[src/rtl/mem_arb_pkg.sv]
// Shared definitions for the memory-port arbiter and its picker.
package mem_arb_pkg;

  typedef enum logic [1:0] {
    ARB_IDLE,
    ARB_BUSY,
    ARB_DONE
  } arb_state_t;

  // Arbitration policy selectors
  localparam int ARB_FIXED = 0;
  localparam int ARB_RR    = 1;

endpackage

[src/rtl/arb_pick.sv]
// Combinational winner picker: fixed priority (lowest index wins) or
// rotating priority starting the search at ptr and wrapping modulo NUM_REQ.
module arb_pick
  import mem_arb_pkg::*;
#(
  parameter int NUM_REQ = 3,
  parameter int IDX_W   = $clog2(NUM_REQ)
) (
  input  logic [NUM_REQ-1:0] req,
  input  logic [IDX_W-1:0]   ptr,
  input  logic               mode,
  output logic               found,
  output logic [IDX_W-1:0]   winner
);

  localparam logic [IDX_W:0] NUM_L = (IDX_W+1)'(NUM_REQ);

  logic [IDX_W-1:0]   base;
  logic [NUM_REQ-1:0] rot;
  logic [IDX_W:0]     sum;

  // Rotate requests so the search origin sits at bit 0, then take the first set bit
  always_comb begin
    base   = (mode == 1'(ARB_RR)) ? ptr : '0;
    rot    = NUM_REQ'({req, req} >> base);
    found  = 1'b0;
    winner = '0;
    sum    = '0;
    for (int i = 0; i < NUM_REQ; i++) begin
      if (!found && rot[i]) begin
        found = 1'b1;
        sum   = {1'b0, base} + (IDX_W+1)'(i);
        if (sum >= NUM_L) sum = sum - NUM_L;
        winner = sum[IDX_W-1:0];
      end
    end
  end

endmodule

[src/rtl/mem_arbiter.sv]
// N-requester arbiter for the single memory port: registered req/ack
// handshake, transaction hold, fixed or round-robin policy.
module mem_arbiter
  import mem_arb_pkg::*;
#(
  parameter int NUM_REQ     = 3,
  parameter int DATA_W      = 32,
  parameter int ADDR_W      = 32,
  parameter int ROUND_ROBIN = 0,
  parameter int IDX_W       = $clog2(NUM_REQ)
) (
  input  logic                      clk,
  input  logic                      reset,
  input  logic [NUM_REQ-1:0]        req,
  input  logic [NUM_REQ-1:0]        req_we,
  input  logic [NUM_REQ*ADDR_W-1:0] req_addr,
  input  logic [NUM_REQ*DATA_W-1:0] req_wdata,
  output logic [NUM_REQ-1:0]        ack,
  output logic [DATA_W-1:0]         rdata,
  output logic [IDX_W-1:0]          grant_id,
  output logic                      busy,
  output logic                      mem_req,
  output logic                      mem_we,
  output logic [ADDR_W-1:0]         mem_addr,
  output logic [DATA_W-1:0]         mem_wdata,
  input  logic [DATA_W-1:0]         mem_rdata,
  input  logic                      mem_ack
);

  localparam logic             RR_MODE  = (ROUND_ROBIN == ARB_RR);
  localparam logic [IDX_W-1:0] LAST_IDX = IDX_W'(NUM_REQ - 1);

  arb_state_t         state, state_n;
  logic [IDX_W-1:0]   rr_ptr;
  logic [IDX_W-1:0]   next_ptr;
  logic               found;
  logic [IDX_W-1:0]   winner;
  logic               sel_we;
  logic [ADDR_W-1:0]  sel_addr;
  logic [DATA_W-1:0]  sel_wdata;
  logic [NUM_REQ-1:0] ack_vec;

  arb_pick #(
    .NUM_REQ (NUM_REQ),
    .IDX_W   (IDX_W)
  ) u_pick (
    .req    (req),
    .ptr    (rr_ptr),
    .mode   (RR_MODE),
    .found  (found),
    .winner (winner)
  );

  // Route the winner's request fields and form the one-hot ack for the current grant
  always_comb begin
    sel_we    = 1'b0;
    sel_addr  = '0;
    sel_wdata = '0;
    ack_vec   = '0;
    for (int i = 0; i < NUM_REQ; i++) begin
      if (winner == IDX_W'(i)) begin
        sel_we    = req_we[i];
        sel_addr  = req_addr[i*ADDR_W +: ADDR_W];
        sel_wdata = req_wdata[i*DATA_W +: DATA_W];
      end
      ack_vec[i] = (grant_id == IDX_W'(i));
    end
    next_ptr = (grant_id == LAST_IDX) ? '0 : grant_id + 1'b1;
  end

  // State register
  always_ff @(posedge clk or posedge reset) begin
    if (reset) state <= ARB_IDLE;
    else       state <= state_n;
  end

  // Next-state logic; DONE is a fixed turnaround so an acked requester can drop req
  always_comb begin
    state_n = state;
    case (state)
      ARB_IDLE: if (found)   state_n = ARB_BUSY;
      ARB_BUSY: if (mem_ack) state_n = ARB_DONE;
      ARB_DONE: state_n = ARB_IDLE;
      default:  state_n = ARB_IDLE;
    endcase
  end

  // Registered outputs: latch the grant in IDLE, hold through BUSY, pulse ack on completion
  always_ff @(posedge clk or posedge reset) begin
    if (reset) begin
      ack       <= '0;
      rdata     <= '0;
      grant_id  <= '0;
      busy      <= 1'b0;
      mem_req   <= 1'b0;
      mem_we    <= 1'b0;
      mem_addr  <= '0;
      mem_wdata <= '0;
      rr_ptr    <= '0;
    end else begin
      ack <= '0;
      case (state)
        ARB_IDLE: begin
          if (found) begin
            grant_id  <= winner;
            mem_req   <= 1'b1;
            busy      <= 1'b1;
            mem_we    <= sel_we;
            mem_addr  <= sel_addr;
            mem_wdata <= sel_wdata;
          end
        end
        ARB_BUSY: begin
          if (mem_ack) begin
            mem_req <= 1'b0;
            busy    <= 1'b0;
            ack     <= ack_vec;
            rdata   <= mem_rdata;
            rr_ptr  <= next_ptr;
          end
        end
        default: ;
      endcase
    end
  end

endmodule

[config.mk]
export PLATFORM = sky130hd
export DESIGN_NAME = mem_arbiter
export DESIGN_NICKNAME = d
export VERILOG_FILES = /design/src/rtl/mem_arb_pkg.sv /design/src/rtl/arb_pick.sv /design/src/rtl/mem_arbiter.sv
export SDC_FILE = /design/constraint.sdc
export NUM_CORES = 1
export LEC_CHECK = 0
export CAP_MARGIN = 20
export CORE_AREA = 2 2 132 134
export DETAILED_ROUTE_END_ITERATION = 16
export DIE_AREA = 0 0 134 136
export PLACE_DENSITY = 0.73
export SLEW_MARGIN = 20
export SYNTH_ARGS = -nofsm -noshare
export SYNTH_HDL_FRONTEND = slang
export SYNTH_HIERARCHICAL = 1
export SYNTH_SLANG_ARGS = --single-unit
[constraint.sdc]
create_clock -name clk -period 6.1 [get_ports clk]
set_clock_uncertainty 0.2 [all_clocks]
set_input_delay 1.83 -clock clk [delete_from_list [all_inputs] [get_ports clk]]
set_output_delay 1.83 -clock clk [all_outputs]
set_load 0.005 [all_outputs]
Word-level counts from Yosys, hierarchy flattened
Cells that the tools add are included.

word-level totals
  register bits after elaboration = 105
  output and inout bits = 104

cells by class
  equal/unequal tests = 7
  mux-type cells = 22
  reductions and logical operators = 12

operator list
  cell                  number
  $mux W32              6
  $mux W1               9
  $eq A2 B1 Y1 const B  3
  $logic_not A2 Y1      3
  $mux W2               3
  $mux W3               2
  $reduce_and A2 Y1     3
  $eq A2 B2 Y1 const B  2
  $ne A2 B2 Y1 const B  2
  $pmux W2 S2           1
  $reduce_and A3 Y1     1
  $logic_and A1 B1 Y1   2
  $logic_not A1 Y1      2
  $pmux W1 S2           1
  $reduce_bool A2 Y1    1

Longest topological paths before layout
Gate-level depths: netlist of the first run.

  word-level depth = 11
  gate-level depth with buffers = 12

Hierarchy
Netlist of the first run, hierarchy kept.

by module, submodules not included
  module       times used  cells an instance  area each (µm²)  seq. area each (µm²)
  mem_arbiter  1           522                5392.7           2677.6
  arb_pick     1           25                 180.2            0.0

Worst setup path after synthesis of the first run
No wires, ideal clock.

  path kind = input to register
  from = input req[0]
  to = register mem_wdata[10]
  data arrival time = 3128 ps
  required time = 5818 ps
  setup slack = 2690 ps
  stages = 9
  path buffers = 3
  cell sequence = and2b_1 > a22oi_1 > o211ai_2 > buf_4 > buf_12 > buf_8 > mux2i_1 > or2_1 > a31oi_1

on the way
  cells in the longest elaborated chain, start to end = 11

RTL lines
  what                    line                RTL
  start: declaration      mem_arbiter.sv:14   input logic [NUM_REQ-1:0] req,
  $mux W1 (*)             arb_pick.sv:30      if (!found && rot[i]) begin
  $logic_not A1 Y1        arb_pick.sv:30
  $logic_and A1 B1 Y1     arb_pick.sv:30
  $mux W1                 arb_pick.sv:30
  $logic_not A1 Y1        arb_pick.sv:30
  $logic_and A1 B1 Y1     arb_pick.sv:30
  $mux W2 (*)             arb_pick.sv:30
  via winner[0]           mem_arbiter.sv:37   logic [IDX_W-1:0] winner;
  $logic_not A2 Y1        mem_arbiter.sv:61   if (winner == IDX_W'(i)) begin
  $mux W32 (2 in series)  mem_arbiter.sv:61
  $mux W32 (*)            mem_arbiter.sv:61
  end signal: assignment  mem_arbiter.sv:110  mem_wdata <= sel_wdata;
  end: declaration        mem_arbiter.sv:25   output logic [DATA_W-1:0] mem_wdata,

The timed path passes the listed nets; every way through them passes the cells marked *.
A chain may end at the register's enable or synchronous reset.

Worst setup path in the final report of the first run
  from = input req[0]
  to = register mem_addr[29]

on the way
  cells in the longest elaborated chain, start to end = 11

RTL lines
  what                    line                RTL
  $mux W1 (*)             arb_pick.sv:30
  $logic_not A1 Y1        arb_pick.sv:30
  $logic_and A1 B1 Y1     arb_pick.sv:30
  $mux W1                 arb_pick.sv:30
  $logic_not A1 Y1        arb_pick.sv:30
  $logic_and A1 B1 Y1     arb_pick.sv:30
  $mux W2 (*)             arb_pick.sv:30
  via winner[0]           mem_arbiter.sv:37
  $logic_not A2 Y1        mem_arbiter.sv:61
  $mux W32 (2 in series)  mem_arbiter.sv:61
  $mux W32 (*)            mem_arbiter.sv:61
  end signal: assignment  mem_arbiter.sv:109  mem_addr <= sel_addr;
  end: declaration        mem_arbiter.sv:24   output logic [ADDR_W-1:0] mem_addr,

Marked as above.

==> Flow_metrics.wiki, run 1 <==
{| class="wikitable"
! Metric !! Value
|-
| Path depth of the worst reg2reg path || 3
|-
| Final setup slack of the worst path || 1979 ps
|-
| FILL cells || 1538
|-
| Final Routed Wirelength || roughly 17 mm
|-
| Total routing resource utilization after global routing || about a fifth
|-
| Highest achievable clock rate || between 200 and 250 MHz
|-
| Ratio of cells with drive above 1 in the final layout || 9.827%
|-
| Async S/R FF share, synth || 100.0%
|-
| Antenna-violating nets left || 0
|-
| Count of vias placed by the detailed router || just over 5000
|-
| Post-synth net total || 781
|-
| HP Class || flop to flop
|-
| Width of the die || about 130 um
|-
| Top cells by area, synth || sky130_fd_sc_hd__dfrtp_1, sky130_fd_sc_hd__mux2i_1, sky130_fd_sc_hd__a31oi_1, sky130_fd_sc_hd__mux2_2, sky130_fd_sc_hd__nand2_1
|-
| Flop and latch count out of synthesis || 107
|-
| Routability cong. || 0.8118
|-
| Max Transition Viols Final || 0
|-
| Iteration-0 DRC Markers || 227
|-
| Number of nets in the finished design || 1094
|-
| Setup TNS || 0 ps
|-
| Final min period || 4121 ps
|-
| Number of H-tree levels || 3
|-
| Cell Area, Synth || 5573 um2
|-
| Residual DRC count || 0
|-
| Unique cell type count in the Yosys netlist || 35
|-
| Top-count cell post-synth || sky130_fd_sc_hd__dfrtp_1
|-
| Largest stage delay on the critical path || 590 ps
|-
| Library cell used as clock root buffer || sky130_fd_sc_hd__clkbuf_16
|-
| P per Cell Area || between 300 and 400 nW/um2
|-
| Quantity of gates resized following cts || 0
|-
| Routed wirelength normalized by instance count || approximately 16 um
|-
| CP max stage cell || sky130_fd_sc_hd__nor2b_4
|-
| Number of standard cells in the layout, taps in and fillers out || 1090
|-
| Clock latency reported for the late side of the worst-skew pair || between 300 and 400 ps
|-
| Yosys Warn Count || 6
|-
| Crit path max fanout || 36
|-
| Y dimension of the die || about 140 um
|-
| Remaining Overflow, GRT || 0
|-
| Area growth from synthesis to final layout || 67.87%
|-
| Initial core utilization || 33.02%
|-
| Part of the Yosys area used for sequential elements || roughly half
|-
| Vias in the first global route || 5035
|-
| Die outline area || approximately 18000 um2
|-
| Count of hold-fix buffers inserted at cts || 0
|-
| Critical Path, Cell by Cell || clkdlybuf4s50_1 > and2b_1 > a22oi_1 > o211ai_4 > nor2b_4 > buf_12 > nand2_1 > a31oi_1
|-
| Number of enable-type register cells in the synthesized netlist || 0
|-
| Final worst path period share || between 60 and 70%
|-
| Launch point of the critical path || req[0]
|-
| HPWL after detailed placement || 13.13 mm
|-
| Signal arrival time at the worst endpoint || 4180 ps
|-
| Std cell rows || 48
|-
| IR drop worst, VDD || 245.7 uV
|-
| CTS Buf Count || 9
|-
| TritonCTS Sinks || 107
|-
| Critical Path RT || 6160 ps
|-
| R2r endpoint || rdata[14]$_DFFE_PP0P_
|-
| Router iterations before antenna repair || 4
|-
| Unrepaired setup endpoints after global routing || no
|-
| CTS Buffer Depth || 2
|-
| Result of the run || finished, final reports clean
|-
| Endpoint of the most critical setup path || mem_addr[29]$_DFFE_PP0P_
|-
| Number of endpoints failing setup at the final stage || 0
|-
| Core Box Area || 16880 um2
|-
| Area fraction of the dominant cell type after synthesis || about half
|-
| CTS tree || yes
|-
| Worst reg2reg setup slack || 3920 ps
|-
| Largest net degree at the start of global routing || between 60 and 70
|-
| Launching point of the worst reg2reg path || state[0]$_DFFE_PP0P_
|-
| Critical path class || input port to flop
|-
| Average instance area after synthesis || 10.19 um2
|-
| Max-slew headroom || 50.31%
|-
| Top flip-flop cell by instance count after synthesis || sky130_fd_sc_hd__dfrtp_1
|-
| Max Cap Viol || 0
|-
| Minimum setup slack after placement || 1638 ps
|-
| Total instance count after detailed placement || 1074
|-
| Routed via count divided by cell count || 4.691
|-
| Startpoint type of the worst setup path || input port
|-
| Number of antenna violations at the first check in global routing || 0
|-
| Io pins || 337
|-
| Post-CTS Setup Repair Bufs || 0
|-
| Post-Synthesis Cells || 547
|-
| Total count of hold-check failures in the final report || 0
|-
| Most frequent cells after synthesis || sky130_fd_sc_hd__dfrtp_1, sky130_fd_sc_hd__nand2_1, sky130_fd_sc_hd__mux2i_1, sky130_fd_sc_hd__nor2_1, sky130_fd_sc_hd__a31oi_1
|-
| Wire length of the first global-routing pass || 27.26 mm
|-
| # diodes || 0
|-
| Cell leakage power || 3.685 nW
|-
| Reg clk slew, reported paths || 80 ps
|-
| Worst-Margin Slew || 743.2 ps
|-
| Leading area contributor after synthesis || sky130_fd_sc_hd__dfrtp_1
|-
| Endpoint type of the worst setup path || flop
|-
| Port Buf Inserts || 336
|}
-- power by group --
group,switching [mW],internal (mW)
Sequential,0.186,1.02
Combinational,0.712,1.10
Clock,0.287,0.326
-- through the flow --
step                      total power, mW  hold slack [ps]  area [um2]  utilization (%)
final                               3.631            296.0        9355            55.43
after global routing                3.880            323.2        9355            55.43
after CTS                           3.688            297.5        9355            55.43
after detailed placement            3.059            287.5        9049            53.62
after global placement              3.029            284.4        9049            53.62
after floorplan                     2.123            237.2        5573                -
-- how the worst min path moves through the flow --
stage                            start               endpoint  slack, ps  depth (start not counted)
2_1_floorplan     state[1]$_DFFE_PP0P_   state[0]$_DFFE_PP0P_        240                          1
3_3_place_gp      state[1]$_DFFE_PP0P_   state[0]$_DFFE_PP0P_        280                          1
3_5_place_dp   grant_id[0]$_DFFE_PP0P_       ack[2]$_DFF_PP0_        290                          1
4_1_cts        grant_id[0]$_DFFE_PP0P_       ack[2]$_DFF_PP0_        300                          1
5_1_grt          rdata[11]$_DFFE_PP0P_  rdata[11]$_DFFE_PP0P_        320                          1
6_report       grant_id[0]$_DFFE_PP0P_       ack[2]$_DFF_PP0_        300                          1
-- cell type report --
| class | instances | area (um2) | share of cell area (%) |
|---|---|---|---|
| multi-input cells | 394 | 2624 | 28.05 |
| clock inverters | 7 | 81.33 | 0.8693 |
| well taps | 225 | 281.5 | 3.009 |
| inverters | 4 | 17.52 | 0.1872 |
| flip-flops and latches | 107 | 2678 | 28.62 |
| clock buffers | 9 | 225.2 | 2.407 |
| repair buffers | 344 | 3448 | 36.86 |
-- cell families (layout without fill, tap and decap cells) --
family,count (synthesis),count (layout),share of synthesized area [%]
muxes,100,100,18.72
buffers and inverters,46,364,5.478
AOI/OAI and AO/OA,77,77,8.913
xor gates and xnor gates,1,1,0.1572
adders and majority gates,1,1,0.2245
DFF,107,107,48.05
other,1,1,0.06729
and+or+nand+nor,214,214,18.39
-- per-layer routing --
metal,up-vias,global-route usage [%],wire (um)
met3,18,4.959,1260
met1,2404,22.10,6905
met5,-,0,0
li1,2496,-,-
met4,0,6.974,315
met2,195,34.47,8880
-- critical path, delay by kind of cell --
family | cells | cell delay (ps)
buf+inv | 2 | 850
simple gates | 3 | 900
compound gates | 3 | 580
-- registers in the layout (all words and copies together), names as in the netlist --
signal and flops:
mem_addr 32, mem_wdata 32, rdata 32, ack 3, grant_id 2, rr_ptr 2
state 2, mem_req 1, mem_we 1
-- layout by cell type (no fill, tap or decap), types with 4 or more instances in the layout --
| cell type | Yosys | layout |
|---|---|---|
| sky130_fd_sc_hd__or2_1 | 10 | 10 |
| sky130_fd_sc_hd__nand2_1 | 67 | 67 |
| sky130_fd_sc_hd__mux2_2 | 34 | 34 |
| sky130_fd_sc_hd__or2_0 | 35 | 35 |
| sky130_fd_sc_hd__mux2i_1 | 66 | 66 |
| sky130_fd_sc_hd__a31oi_1 | 65 | 65 |
| sky130_fd_sc_hd__buf_4 | 6 | 6 |
| sky130_fd_sc_hd__nor2_1 | 66 | 66 |
| sky130_fd_sc_hd__or2_2 | 20 | 20 |
| sky130_fd_sc_hd__clkdlybuf4s50_1 | 0 | 336 |
| sky130_fd_sc_hd__clkbuf_16 | 0 | 9 |
| sky130_fd_sc_hd__dfrtp_1 | 107 | 107 |
| sky130_fd_sc_hd__a21o_1 | 4 | 4 |
No activity file was read; power rests on OpenSTA's default activity.
==> run 2: changes to the inputs <==
--- a/config.mk
+++ b/config.mk
@@ -6,10 +6,10 @@
 export NUM_CORES = 1
 export LEC_CHECK = 0
 export CAP_MARGIN = 20
-export CORE_AREA = 2 2 132 134
+export CORE_MARGIN = 2
+export CORE_UTILIZATION = 34
 export DETAILED_ROUTE_END_ITERATION = 16
-export DIE_AREA = 0 0 134 136
-export PLACE_DENSITY = 0.73
+export PLACE_DENSITY = 0.77
 export SLEW_MARGIN = 20
 export SYNTH_ARGS = -nofsm -noshare
 export SYNTH_HDL_FRONTEND = slang
==> constraint.sdc (replaced) <==
create_clock -name clk -period 3.75 [get_ports clk]
set_clock_uncertainty 0.2 [all_clocks]
set_input_delay 1.125 -clock clk [delete_from_list [all_inputs] [get_ports clk]]
set_output_delay 1.125 -clock clk [all_outputs]
set_load 0.005 [all_outputs]
==> run 2 against run 1 <==
  * Final area grew 0.68%
  * Via count grew 1.2%
  * Count of clock-buffer cells in the layout grew 1
  * Hold slack gained 7.0 ps
  * Flip-flop and latch count is the same
  * Critical endpoint is now mem_wdata[6]$_DFFE_PP0P_
  * Largest power group unchanged
==> Flow_metrics.wiki, run 2 (synthesized netlist as in run 1, its figures left out) <==
{| class="wikitable"
! Metric !! Value
|-
| Launch point of the critical path || req[1] (was req[0])
|-
| Antenna-violating nets left || 0 (unchanged)
|-
| Vias in the first global route || 5165 (was 5035)
|-
| Quantity of gates resized following cts || 0 (unchanged)
|-
| Y dimension of the die || 132.0 um (was 136 um)
|-
| Final Routed Wirelength || 17.41 mm (was 17.36 mm)
|-
| Path depth of the worst reg2reg path || 5 (was 3)
|-
| TritonCTS Sinks || 107 (unchanged)
|-
| Remaining Overflow, GRT || 0 (unchanged)
|-
| Wire length of the first global-routing pass || 27.90 mm (was 27.26 mm)
|-
| Worst reg2reg setup slack || 1980 ps (was 3920 ps)
|-
| Cell leakage power || 3.711 nW (was 3.685 nW)
|-
| Most frequent cells in the layout || sky130_fd_sc_hd__clkdlybuf4s50_1, sky130_fd_sc_hd__dfrtp_1, sky130_fd_sc_hd__nand2_1 (unchanged)
|-
| Most common library cell in the layout ignoring fill and taps || sky130_fd_sc_hd__clkdlybuf4s50_1 (unchanged)
|-
| Worst Hold Slack || 303.0 ps (was 296.0 ps)
|-
| Result of the run || finished, final reports clean (unchanged)
|-
| Unrepaired setup endpoints after global routing || no (unchanged)
|-
| Std cell rows || 46 (was 48)
|-
| Number of H-tree levels || 3 (unchanged)
|-
| Io pins || 337 (unchanged)
|-
| Total count of hold-check failures in the final report || 0 (unchanged)
|-
| Initial core utilization || 34.96% (was 33.02%)
|-
| Highest achievable clock rate || approximately 300 MHz
|-
| Library cell used as clock root buffer || sky130_fd_sc_hd__clkbuf_16 (unchanged)
|-
| FILL cells || 1374 (was 1538)
|-
| Iteration-0 DRC Markers || 219 (was 227)
|-
| Worst-Margin Slew || 622.5 ps (was 743.2 ps)
|-
| Port Buf Inserts || 336 (unchanged)
|-
| Startpoint type of the worst setup path || input port (unchanged)
|-
| Post-CTS Setup Repair Bufs || 0 (unchanged)
|-
| End-of-flow core utilization || 59.08% (was 55.43%)
|-
| Routed wirelength normalized by instance count || 16.03 um (was 15.93 um)
|-
| IR drop worst, VDD || 279.0 uV (was 245.7 uV)
|-
| Core Box Area || 15940 um2 (was 16880 um2)
|-
| Number of endpoints failing setup at the final stage || 0 (unchanged)
|-
| Total instance count after detailed placement || 1070 (was 1074)
|-
| CTS Buf Count || 9 (unchanged)
|-
| CTS Buffer Depth || 2 (unchanged)
|-
| Top Registers || mem_addr (32), mem_wdata (32), rdata (32) (unchanged)
|-
| Number of standard cells in the layout, taps in and fillers out || 1086 (was 1090)
|-
| P per Cell Area || 627.0 nW/um2 (was 388.1 nW/um2)
|-
| Router iterations before antenna repair || 4 (unchanged)
|-
| R2r endpoint || mem_addr[0]$_DFFE_PP0P_ (was rdata[14]$_DFFE_PP0P_)
|-
| Residual DRC count || 0 (unchanged)
|-
| Total routing resource utilization after global routing || 20.23% (was 19.21%)
|-
| Area of placed instances || 9126 um2 (was 9049 um2)
|-
| Max Cap Viol || 0 (unchanged)
|-
| Routability cong. || 0.8166 (was 0.8118)
|-
| Max-slew headroom || 58.50% (was 50.31%)
|-
| Largest net degree at the start of global routing || 108 (was 69)
|-
| Setup TNS || 0 ps (unchanged)
|-
| Launching point of the worst reg2reg path || state[1]$_DFFE_PP0P_ (was state[0]$_DFFE_PP0P_)
|-
| Ratio of cells with drive above 1 in the final layout || 10.34% (was 9.827%)
|-
| Die outline area || 17430 um2 (was 18220 um2)
|-
| Routed via count divided by cell count || 4.764 (was 4.691)
|-
| Signal arrival time at the worst endpoint || 3360 ps (was 4180 ps)
|-
| Critical Path RT || 3820 ps (was 6160 ps)
|-
| Endpoint of the most critical setup path || mem_wdata[6]$_DFFE_PP0P_ (was mem_addr[29]$_DFFE_PP0P_)
|-
| Crit path max fanout || 32 (was 36)
|-
| Number of antenna violations at the first check in global routing || 0 (unchanged)
|-
| Area growth from synthesis to final layout || 69.02% (was 67.87%)
|-
| Reg clk slew, reported paths || 80 ps (about the same)
|-
| HPWL after detailed placement || 13.12 mm (was 13.13 mm)
|-
| Max Transition Viols Final || 0 (unchanged)
|-
| Critical path class || input port to flop (unchanged)
|-
| Width of the die || 132.0 um (was 134 um)
|-
| Post-route cell area || 9419 um2 (was 9355 um2)
|-
| HP Class || flop to flop (unchanged)
|-
| Count of vias placed by the detailed router || 5174 (was 5113)
|-
| Final min period || ~3300 ps
|-
| Endpoint type of the worst setup path || flop (unchanged)
|-
| # diodes || 0 (unchanged)
|-
| Count of hold-fix buffers inserted at cts || 0 (unchanged)
|-
| CTS tree || yes (unchanged)
|-
| Final worst path period share || 87.93%
|-
| Clock latency reported for the late side of the worst-skew pair || 350 ps (about the same)
|-
| Number of nets in the finished design || 1099 (was 1094)
|}
[run 2: through the flow]
| step | power (mW) | worst slack (ps) |
|---|---|---|
| 3_3_place_gp | 4.953 | 154.6 |
| 3_5_place_dp | 5.009 | 64.82 |
| 6_report | 5.906 | 452.5 |
| 5_1_grt | 6.320 | 314.3 |
| 4_1_cts | 5.979 | 432.0 |
| 2_1_floorplan | 3.454 | 1045 |
[run 2: worst min-delay path by stage]
| stage | start | endpoint | slack [ps] | cells past startpoint |
|---|---|---|---|---|
| floorplan | state[1]$_DFFE_PP0P_ | state[0]$_DFFE_PP0P_ | 240 | 1 |
| global placement | rdata[14]$_DFFE_PP0P_ | rdata[14]$_DFFE_PP0P_ | 290 | 1 |
| detailed placement | grant_id[0]$_DFFE_PP0P_ | ack[2]$_DFF_PP0_ | 290 | 1 |
| CTS | grant_id[0]$_DFFE_PP0P_ | ack[2]$_DFF_PP0_ | 300 | 1 |
| global route | rdata[23]$_DFFE_PP0P_ | rdata[23]$_DFFE_PP0P_ | 320 | 1 |
| finish | grant_id[0]$_DFFE_PP0P_ | ack[2]$_DFF_PP0_ | 300 | 1 |
[run 2: metal layers]
metal,GRT usage [%],vias up,share of wire (%)
met2,34.69,216,50
met5,0,-,0
met4,8.514,0,2.9
met3,5.421,32,7.6
li1,-,2510,-
met1,23.93,2416,39
[run 2: power by group]
part / switching (mW) / internal, mW / leakage (nW)
Combinational: 1.18 / 1.83 / 2.34
Clock: 0.469 / 0.484 / 0.142
Sequential: 0.287 / 1.66 / 1.22
[run 2: final cells by class]
type	count	area [um2]	area share (%)
Clock buffer	10	239.0	2.537
Clock inverter	6	53.80	0.5712
Tap cell	216	270.3	2.869
Sequential cell	107	2678	28.43
Inverter	4	18.77	0.1993
Multi-Input combinational cell	394	2624	27.86
Timing Repair Buffer	349	3536	37.54
[run 2: critical path: stages]
cell	delay, ps
sky130_fd_sc_hd__clkdlybuf4s50_1	530
sky130_fd_sc_hd__and2b_1	180
sky130_fd_sc_hd__a22oi_1	100
sky130_fd_sc_hd__o211ai_4	260
sky130_fd_sc_hd__buf_4	510
sky130_fd_sc_hd__mux2i_1	140
sky130_fd_sc_hd__or2_2	280
sky130_fd_sc_hd__a31oi_1	190
==> run 3: changes to the inputs <==
--- a/config.mk
+++ b/config.mk
@@ -10,7 +10,7 @@
 export CORE_UTILIZATION = 34
 export DETAILED_ROUTE_END_ITERATION = 16
 export PLACE_DENSITY = 0.77
-export SLEW_MARGIN = 20
+export SLEW_MARGIN = 30
 export SYNTH_ARGS = -nofsm -noshare
 export SYNTH_HDL_FRONTEND = slang
 export SYNTH_HIERARCHICAL = 1
==> results of run 3 <==
Final layout, timing and power as in run 2 (identical DEF).
